<file path="config.mk">
export PLATFORM = sky130hd
export DESIGN_NAME = pipe_hazard_ctrl
export DESIGN_NICKNAME = d
export VERILOG_FILES = /design/src/rtl/pipe_hazard_ctrl.sv
export SDC_FILE = /design/constraint.sdc
export NUM_CORES = 1
export LEC_CHECK = 0
export CORE_MARGIN = 2
export CORE_UTILIZATION = 29
export CTS_CLUSTER_SIZE = 8
export DETAILED_ROUTE_END_ITERATION = 6
export HOLD_SLACK_MARGIN = 0.05
export PLACE_DENSITY = 0.8
export SLEW_MARGIN = 30
export SYNTH_ARGS = -nofsm -noshare
export SYNTH_HDL_FRONTEND = slang
export SYNTH_SLANG_ARGS = --single-unit
export TNS_END_PERCENT = 20
</file>
<file path="constraint.sdc">
create_clock -name clk -period 1.7 [get_ports clk]
set_input_delay 0.255 -clock clk [delete_from_list [all_inputs] [get_ports clk]]
set_output_delay 0.255 -clock clk [all_outputs]
set_load 0.02 [all_outputs]
</file>
<file path="src/rtl/pipe_hazard_ctrl.sv">
// pipe_hazard_ctrl: stall/flush sequencer for a 5-stage pipeline (load-use, EXE jumps, bounded MEM waits).
// Optional HAZ_PERF_CNT_EN adds saturating stall/flush performance counters.
module pipe_hazard_ctrl #(
    parameter int REG_ADDR_W  = 5,
    parameter int MEM_TIMEOUT = 15
) (
    input  logic                  clk,
    input  logic                  rst,
    input  logic [REG_ADDR_W-1:0] id_rs1_addr,
    input  logic [REG_ADDR_W-1:0] id_rs2_addr,
    input  logic                  id_rs1_used,
    input  logic                  id_rs2_used,
    input  logic [REG_ADDR_W-1:0] exe_rd_addr,
    input  logic                  exe_mem_read,
    input  logic                  exe_jump_taken,
    input  logic                  dmem_req,
    input  logic                  dmem_ready,
    output logic                  pc_stall,
    output logic                  if_id_stall,
    output logic                  if_id_flush,
    output logic                  id_exe_stall,
    output logic                  id_exe_flush,
    output logic                  exe_mem_stall,
    output logic                  exe_mem_flush,
    output logic                  mem_wb_flush,
    output logic                  pc_jump_sel,
    output logic                  mem_timeout_err,
    output logic [31:0]           stall_cycles,
    output logic [31:0]           flush_events
);
    localparam int CW = $clog2(MEM_TIMEOUT + 1);

    typedef enum logic {RUN, MEM_WAIT} state_t;

    state_t        state, state_nxt;
    logic [CW-1:0] wait_cnt, wait_cnt_nxt;
    logic          timeout, mem_wait, jump, load_use;

    always_ff @(posedge clk or posedge rst) begin
        if (rst) begin
            state           <= RUN;
            wait_cnt        <= '0;
            mem_timeout_err <= 1'b0;
        end else begin
            state    <= state_nxt;
            wait_cnt <= wait_cnt_nxt;
            if (timeout)
                mem_timeout_err <= 1'b1;
        end
    end

    // wait_cnt is always 0 in RUN, so entering MEM_WAIT loads 1
    always_comb begin
        timeout      = state == MEM_WAIT && wait_cnt == CW'(MEM_TIMEOUT) && dmem_req && !dmem_ready;
        mem_wait     = dmem_req && !dmem_ready && !timeout;
        jump         = exe_jump_taken && !mem_wait;
        load_use     = !mem_wait && !jump && exe_mem_read && exe_rd_addr != '0 &&
                       ((id_rs1_used && id_rs1_addr == exe_rd_addr) ||
                        (id_rs2_used && id_rs2_addr == exe_rd_addr));
        state_nxt    = mem_wait ? MEM_WAIT : RUN;
        wait_cnt_nxt = mem_wait ? wait_cnt + 1'b1 : '0;
    end

    always_comb begin
        pc_stall      = !rst && (mem_wait || load_use);
        if_id_stall   = !rst && (mem_wait || load_use);
        if_id_flush   = rst || jump;
        id_exe_stall  = !rst && mem_wait;
        id_exe_flush  = rst || jump || load_use;
        exe_mem_stall = !rst && mem_wait;
        exe_mem_flush = rst;
        mem_wb_flush  = rst || mem_wait || timeout;
        pc_jump_sel   = !rst && jump;
    end

`ifdef HAZ_PERF_CNT_EN
    always_ff @(posedge clk or posedge rst) begin
        if (rst) begin
            stall_cycles <= '0;
            flush_events <= '0;
        end else begin
            if (pc_stall && stall_cycles != '1)
                stall_cycles <= stall_cycles + 1'b1;
            if (pc_jump_sel && flush_events != '1)
                flush_events <= flush_events + 1'b1;
        end
    end
`else
    assign stall_cycles = '0;
    assign flush_events = '0;
`endif
endmodule

</file>
==> results of run 1 <==
cells by family (layout without fill, tap and decap cells):
logic type | Yosys count | in the layout
compound gates | 5 | 5
xor+xnor | 12 | 12
fa+ha+maj | 1 | 1
buf+inv | 69 | 52
other cells | 1 | 64
simple gates | 18 | 18
flops | 6 | 6
worst paths after layout:
path                                             start                          end  slack, ps  cells past startpoint
setup / recovery                        id_rs2_addr[1]                 id_exe_flush       -100                      6
hold / removal             mem_timeout_err$_DFFE_PP0P_  mem_timeout_err$_DFFE_PP0P_        480                      1
setup reg to reg                 wait_cnt[1]$_DFF_PP0_        wait_cnt[3]$_DFF_PP0_        470                      6
hold reg to reg            mem_timeout_err$_DFFE_PP0P_  mem_timeout_err$_DFFE_PP0P_        480                      1
max in group asynchronous                          rst              state$_DFF_PP0_       1010                      4
min in group asynchronous                          rst        wait_cnt[3]$_DFF_PP0_        580                      4
timing repair:
item / CTS / global route
endpoints found under the setup margin: 9 / 7
gates cloned: 0 / 0
buffers inserted: 0 / 1
resized for setup: 68 / 18
pin swaps: 9 / 6
metal layers:
metal / vias to the layer above / track usage / part of all wire
met2: 52 / 0.161 / 0.57
met3: 2 / 0.00853 / 0.11
met4: 0 / 0.0280 / 0.012
met1: 287 / 0.0762 / 0.30
met5: - / 0 / 0
li1: 314 / - / -
worst max-delay path, stage by stage:
cell	delay, ps
dlygate4sd2_1	240
xor2_1	150
nor4_2	310
a32oi_2	120
o311ai_2	290
buf_4	180
placed cells by master (no fill, tap or decap), types with 2 or more instances in the layout:
cell type	count
buf_2	2
buf_4	17
buf_6	5
clkbuf_2	4
clkbuf_4	3
clkdlybuf4s15_1	2
clkdlybuf4s50_1	9
conb_1	64
dfrtp_1	6
dlygate4sd2_1	7
nand2_1	2
nand2b_1	2
nor2_1	5
nor4_2	2
xnor2_1	3
xor2_1	7
xor2_2	2
flip-flops by register name, indices dropped and copies added, names as in the netlist:
name	cells
state	1
mem_timeout_err	1
wait_cnt	4
cell usage after synthesis (2+ instances only):
| cell | number |
|---|---|
| buf_4 | 67 |
| xor2_1 | 9 |
| dfrtp_1 | 6 |
| nor2_1 | 5 |
| nand2_1 | 3 |
| xnor2_1 | 3 |
| inv_1 | 2 |
| nand2b_1 | 2 |
cell type report:
type / count / area, µm² / share of cell area
Clock buffer: 3 / 22.5 / 0.0187
Inverter: 2 / 7.51 / 0.00623
Multi-Input combinational cell: 100 / 573 / 0.476
Sequential cell: 6 / 150 / 0.125
Tap cell: 44 / 55.1 / 0.0457
Timing Repair Buffer: 47 / 397 / 0.329
power by group:
part           internal (W)  total, W  switching (W)
Sequential         0.000148  0.000150     0.00000226
Clock             0.0000797  0.000129      0.0000496
Combinational     0.0000944  0.000298       0.000203
through the flow:
step,util,cells,setup TNS [ps],hold WS [ps]
final,0.395,202,-297,475
after global routing,0.395,202,-880,521
after CTS,0.387,201,-530,482
after detailed placement,0.376,198,-4500,472
after global placement,0.376,198,-4290,464
after floorplan,-,175,0,77.3
==> metrics, run 1 <==
outcome complete, but fails checks; failing checks setup timing; CTS buffer count 3; crit path capture type output pin; # hold bufs at CTS 0; post-synthesis sequential area ratio 0.162; Peak supply drop 168 µV; row count 20; Post-Synthesis Cells 112; fmax ~0.56 GHz; Skew-Pair Late Insertion Delay 240 ps; n_diodes 0; core area a little over 3000 µm²; Clock Sinks 6; Hold Path Class reg2reg; largest net degree at the start of global routing 7; DP Area 1150 µm²; CP max FO 2; Final Hold Viols 0; cell leakage power ~0.64 nW; Avg Synthesized Cell Area ~8.3 µm²; number of nets in the layout roughly 180; # H-tree levels 1; Final ANT Viol Nets 0; worst setup path class in2out; Startpoint Class input pin; Post-Synth Adder-Cell Area 0.0135; CTS root buf clkbuf_4; initial antenna violation count 0; largest family of logic cells by synthesized area buffers and inverters; Synth Area in XOR/XNOR 0.113; vias in the first global route 514; I/O pins 97; area grow syn2layout 29.8%; fin worst setup slack -101 ps; mux contribution to synthesized area 0; Tot GR Track Use 0.0774; Final GP Congestion 0.717; Max Transition Viols Final 0; global-route wire length before repair between 2000 and 2500 µm; simple-gate portion of the synthesized area 0.106; Final setup viols 7; HPWL Detailed roughly 1400 µm; total gr overflow 0; post-synth cell types 23; number of synthesized flops with an enable pin 0; Area contributors post-synth buf_4 54%, dfrtp_1 16%, xor2_1 8.5%, xnor2_1 2.8%, nor2_1 2.0%; Compound-Gate Fraction of Synth Area 0.0512; initial DRC count 11; drt first pass iters 4; CTS tree built; YS warnings 0; share of layout cells above drive strength 1 0.285; asr flop ratio synth 1.00; cell taking the most area after synthesis buf_4; post-place setup slack -877 ps; final clock skew approximately 1.4 ps; Pwr Total ~0.00058 W; final period utilization 1.06; dominant synthesized flop cell dfrtp_1; Initial Utilization 0.304; Maximum Capacitance Violations 0; Min Clock Period, post-route 1800 ps; fin area 1200 µm²; Die Area about 3700 µm²; WL/cell between 8 and 9 µm; CP arrival between 1500 and 2000 ps; clk buf depth 2; Filler Cell Count roughly 330; Yosys reg bits 6; # DRC 0; die height a little over 60 µm; Vias about 660; data required time at the worst endpoint approximately 1400 ps; PD cells 479 nW/µm²; final wirelength between 1500 and 2000 µm; clock-pin slew on the worst setup and hold paths approximately 40 ps; vias per cell 3.24; unrepaired setup endpoints after global routing yes; DIE WIDTH 60.6 µm; Synth top area share 0.542; PortBufs 32; synthesized area 928 µm²
No activity file was read; power rests on OpenSTA's default activity.
==> run 2: changes to the inputs <==
Settings changed: CELL_PAD_IN_SITES_DETAIL_PLACEMENT from default to 0, CELL_PAD_IN_SITES_GLOBAL_PLACEMENT from default to 2, CORE_UTILIZATION 29 to 13, PLACE_DENSITY 0.8 to 0.77.
==> run 2 against run 1 <==
  * Critical path depth is 1 higher
  * Non-clock buffer count increased by 2
  * Cell area grew 13%
  * Clock-buffer cell count unchanged
  * The flow still finishes with violations (setup timing)
  * Critical endpoint unchanged
  * Largest cell class unchanged
  * Die area grew 110%
  * Final cell count grew 27%
==> metrics, run 2 (same netlist as run 1, synthesis figures left out) <==
HP Start mem_timeout_err$_DFFE_PP0P_; cell leakage power between 0.7 and 0.8 nW; Min Clock Period, post-route roughly 1700 ps; family with the most delay on the worst path flip-flops; Initial Utilization 0.135; max reg flops 4; Largest Register wait_cnt; CTS root buf clkbuf_8; WHS Path Cells 1; Final Util 0.198; PD cells between 500 and 600 nW/µm²; core area just under 7000 µm²; Clock power frac 0.311; hold worst-path end mem_timeout_err$_DFFE_PP0P_; CP max FO 4; reg2reg start wait_cnt[0]$_DFF_PP0_; die height between 80 and 90 µm; largest stage delay on the critical path between 300 and 400 ps; CTS tree built; Skew-Pair Late Insertion Delay approximately 220 ps; Seq pwr share 0.220; global-route wire length before repair between 2000 and 2500 µm; final hold slack approximately 480 ps; Clock Sinks 6; Cell Chain, Critical Path ha_1, nand4_1, nand2b_1, buf_4, nand2_4, o311ai_2, buf_4; commonest non-fill, non-tap cell in the layout conb_1; fin area between 1000 and 1500 µm²; clock-pin slew on the worst setup and hold paths about 40 ps; CP most frequent cell buf_4; initial antenna violation count 0; worst setup path class reg2out; fin worst setup slack -37.7 ps; Tot GR Track Use 0.0411; Final GP Congestion ~0.7; failing checks setup timing; Worst R2R Setup Slack about 490 ps; initial DRC count 4; Largest regs wait_cnt x4, mem_timeout_err x1, state x1; Pwr Total approximately 0.0007 W; Peak supply drop about 150 µV; Final ANT Viol Nets 0; Hold Path Class reg2reg; CP arrival 1480 ps; area grow syn2layout 46.5%; final period utilization 1.02; Die Area 7830 µm²; fmax ~0.58 GHz; number of nets in the layout 186; Maximum Capacitance Violations 0; unrepaired setup endpoints after global routing yes; # H-tree levels 1; Buf/Inv on CP 2; clk buf depth 2; outcome complete, but fails checks; n_diodes 0; crit path capture type output pin; most frequent cells in the layout 64 x conb_1, 19 x buf_4, 8 x clkbuf_2; DP Area about 1200 µm²; largest net degree at the start of global routing 7; Final setup viols 3; Final Hold Viols 0; switching share of power 0.408; Vias just under 700; DIE WIDTH roughly 90 µm; Switch Pwr 0.000279 W; critical path's slowest cell dfrtp_1; combinational share of power 0.469; Startpoint Class register; vias per cell around 2.6; Int Power a little over 0.0004 W; PortBufs 32; share of layout cells above drive strength 1 0.319; final wirelength between 1500 and 2000 µm; vias in the first global route 565; data required time at the worst endpoint between 1000 and 1500 ps; WL/cell ~7.2 µm; final clock skew slightly below 5 ps; reg2reg end wait_cnt[0]$_DFF_PP0_; HPWL Detailed 1590 µm; # DRC 0; row count 30; total gr overflow 0; drt first pass iters 2; I/O pins just under 100; CTS buffer count 3; Max Transition Viols Final 0; reg2reg path depth 6
## run 2: cell count changes in the layout (fill, tap and decap cells not counted), moves of 3 or more
cell and change:
clkbuf_2 +4, clkbuf_4 -3, dlygate4sd2_1 -5, dlymetal6s2s_1 +5, clkbuf_8 +3
## run 2: worst max-delay path by stage
stage,start,end,slack (ps),cells after the start
finish,wait_cnt[0]$_DFF_PP0_,id_exe_flush,-40,7
detailed placement,exe_rd_addr[2],id_exe_flush,-890,6
global route,wait_cnt[0]$_DFF_PP0_,id_exe_flush,-110,7
CTS,wait_cnt[0]$_DFF_PP0_,exe_mem_stall,-170,6
floorplan,wait_cnt[0]$_DFF_PP0_,id_exe_stall,60,5
global placement,exe_rd_addr[4],id_exe_flush,-890,6
## run 2: through the flow
step / worst slack (ps) / std cells / setup TNS, ps
finish: -37.7 / 256 / -86.7
global route: -108 / 256 / -573
CTS: -172 / 254 / -1000
detailed placement: -889 / 251 / -4490
global placement: -891 / 251 / -4330
floorplan: 56.3 / 175 / 0
## run 2: power by group through the flow
stage / combinational, W / sequential (W) / clock (W)
2_1_floorplan: 0.000297 / 0.000154 / 0
3_3_place_gp: 0.000293 / 0.000152 / 0
3_5_place_dp: 0.000295 / 0.000152 / 0
4_1_cts: 0.000291 / 0.000150 / 0.000218
5_1_grt: 0.000347 / 0.000151 / 0.000228
6_report: 0.000321 / 0.000150 / 0.000213
## run 2: layout make-up
class | count | area, µm²
Clock buffer | 3 | 41.3
Inverter | 2 | 7.51
Sequential cell | 6 | 150
Tap cell | 96 | 120
Fill cell | 789 | 5510
Timing Repair Buffer | 49 | 424
Multi-Input combinational cell | 100 | 617
## run 2: what timing repair did
item / 4_1_cts / 5_1_grt
hold buffers: 0 / 0
endpoints found under the setup margin: 9 / 9
gates resized for setup: 52 / 45
buffers inserted: 0 / 2
pin swaps: 8 / 14
## run 2: worst register-to-register path, stage by stage (launching register included)
cell	delay [ps]
dfrtp_1	370
ha_1	210
nand4_1	90
nand2b_1	80
buf_4	160
buf_4	140
nor2_1	80
## run 2: per-layer routing
metal	track usage	vias to the layer above	routed length, µm
li1	-	317	-
met1	0.0486	299	664
met2	0.0663	62	896
met3	0.0224	0	279
met4	0.00826	0	0
met5	0	-	0
==> run 3: changes to the inputs <==
Settings changed: PLACE_DENSITY 0.77 to default, PLACE_DENSITY_LB_ADDON from default to 0.1.
==> run 3 against run 2 <==
  * The flow still finishes with violations (setup timing)
  * Die area is the same
  * Global-route usage grew 0.48 points
  * Clock-buffer cell count is the same
  * Worst setup slack lost 50 ps
  * Power shrank 1.2%
  * First-iteration DRC count grew 75%
  * Cell area is essentially flat
  * Non-clock buffer count grew 3
  * Routed wire length grew 14%
  * Largest cell class unchanged
==> metrics, run 3 (same netlist as run 1, synthesis figures left out) <==
outcome complete, but fails checks; failing checks setup timing; Tot GR Track Use 0.0459; Die Area between 7000 and 8000 µm²; most frequent cells in the layout 64 x conb_1, 17 x buf_4, 11 x buf_6; CP Launch Point wait_cnt[0]$_DFF_PP0_; PD cells a little under 500 nW/µm²; final period utilization 1.05; number of nets in the layout 189; Final Hold Viols 0; final wirelength 2100 µm; DIE WIDTH between 80 and 90 µm; switching share of power 0.399; WL/cell 8.11 µm; # hold bufs at CTS 0; # H-tree levels 1; PortBufs 32; commonest non-fill, non-tap cell in the layout conb_1; Max Transition Viols Final 0; Peak supply drop about 230 µV; data required time at the worst endpoint 1440 ps; Clock Sinks 6; Final setup viols 7; Min Clock Period, post-route around 1800 ps; DP Area roughly 1200 µm²; HPWL Detailed 1860 µm; total gr overflow 0; Pwr Total approximately 0.00068 W; Clock power frac 0.311; worst setup path class reg2out; reg2reg path depth 6; unrepaired setup endpoints after global routing yes; Post-Layout Cell Count ~260; Initial Utilization 0.135; share of layout cells above drive strength 1 0.319; Seq pwr share 0.223; core area 6870 µm²; cell leakage power between 0.7 and 0.8 nW; initial antenna violation count 0; Final Util 0.198; Critical Path Sink id_exe_flush; Switch Pwr roughly 0.00027 W; CTS buffer count 3; initial DRC count 7; die height 88.5 µm; CP max FO 3; Vias between 700 and 800; crit path capture type output pin; CP arrival between 1500 and 2000 ps; fin worst setup slack -88.2 ps; clk buf depth 2; Maximum Capacitance Violations 0; fin area 1360 µm²; Worst R2R Setup Slack 410 ps; Hold Path Class in2async; Final ANT Viol Nets 0; reg2reg start wait_cnt[0]$_DFF_PP0_; Int Power between 0.0004 and 0.0005 W; Startpoint Class register; vias in the first global route 584; area grow syn2layout 46.4%; CTS root buf clkbuf_8; largest net degree at the start of global routing 6; Largest Register wait_cnt; placed insts ~250; CTS tree built; I/O pins 97; # DRC 0; clock-pin slew on the worst setup and hold paths approximately 40 ps; reg2reg end wait_cnt[1]$_DFF_PP0_; vias per cell between 2 and 3; fmax 0.559 GHz; Filler Cell Count slightly below 800; global-route wire length before repair ~2700 µm; final clock skew between 2 and 2.5 ps; max reg flops 4; drt first pass iters 3; n_diodes 0; row count 30; combinational share of power 0.465; Skew-Pair Late Insertion Delay between 200 and 250 ps; Largest regs wait_cnt x4, mem_timeout_err x1, state x1; Final GP Congestion 0.714
-- run 3: changes by cell type in the layout (fill, tap and decap cells not counted), sizes merged --
cell | before | now
buf | 26 | 31
clkbuf | 11 | 6
clkdlybuf4s15 | 1 | 5
clkdlybuf4s50 | 7 | 8
dlygate4sd2 | 2 | 3
dlymetal6s2s | 5 | 2
-- run 3: critical path, stage by stage (launching register included) --
cell and delay (ps):
dfrtp_1 360, ha_2 190, nand4_1 160, nand2b_4 150, buf_6 120, nand2_2 70
o311ai_2 80, buf_4 190
-- run 3: stage by stage --
stage          setup slack [ps]  hold WS (ps)  TNS (ps)
3_3_place_gp               -912           461     -5300
4_1_cts                    -157           483      -693
6_report                  -88.2           344      -390
3_5_place_dp               -897           471     -5240
2_1_floorplan              56.3          77.3         0
5_1_grt                    -171           379      -907
-- run 3: cell type report --
type | instances | area, µm² | area share
inverters | 2 | 7.51 | 0.00552
repair buffers | 52 | 464 | 0.342
multi-input cells | 100 | 576 | 0.424
well taps | 96 | 120 | 0.0884
flip-flops and latches | 6 | 150 | 0.110
clock buffers | 3 | 41.3 | 0.0304
-- run 3: how the worst min path moves through the flow --
stage / slack, ps / from / to / cells after the start
6_report: 340 / rst / wait_cnt[2]$_DFF_PP0_ / 4
3_3_place_gp: 460 / mem_timeout_err$_DFFE_PP0P_ / mem_timeout_err$_DFFE_PP0P_ / 1
5_1_grt: 380 / rst / wait_cnt[2]$_DFF_PP0_ / 4
2_1_floorplan: 80 / rst / mem_timeout_err$_DFFE_PP0P_ / 1
3_5_place_dp: 470 / mem_timeout_err$_DFFE_PP0P_ / mem_timeout_err$_DFFE_PP0P_ / 1
4_1_cts: 480 / mem_timeout_err$_DFFE_PP0P_ / mem_timeout_err$_DFFE_PP0P_ / 1
-- run 3: power groups by stage --
stage	Clock (W)	Combinational, W	Sequential [W]
3_3_place_gp	0	0.000299	0.000152
2_1_floorplan	0	0.000297	0.000154
5_1_grt	0.000234	0.000339	0.000151
4_1_cts	0.000215	0.000297	0.000150
3_5_place_dp	0	0.000298	0.000152
6_report	0.000211	0.000315	0.000151
-- run 3: per-layer routing --
metal  GRT usage  up-vias  part of all wire
li1            -      329                 -
met1      0.0458      315              0.31
met2      0.0834       55              0.55
met3      0.0243        2              0.13
met4      0.0124        0            0.0038
met5           0        -                 0
-- run 3: repair_timing --
item | 4_1_cts | 5_1_grt
resized for setup | 77 | 24
buffers inserted | 0 | 4
pin swaps | 9 | 15
endpoints found under the setup margin | 9 | 8
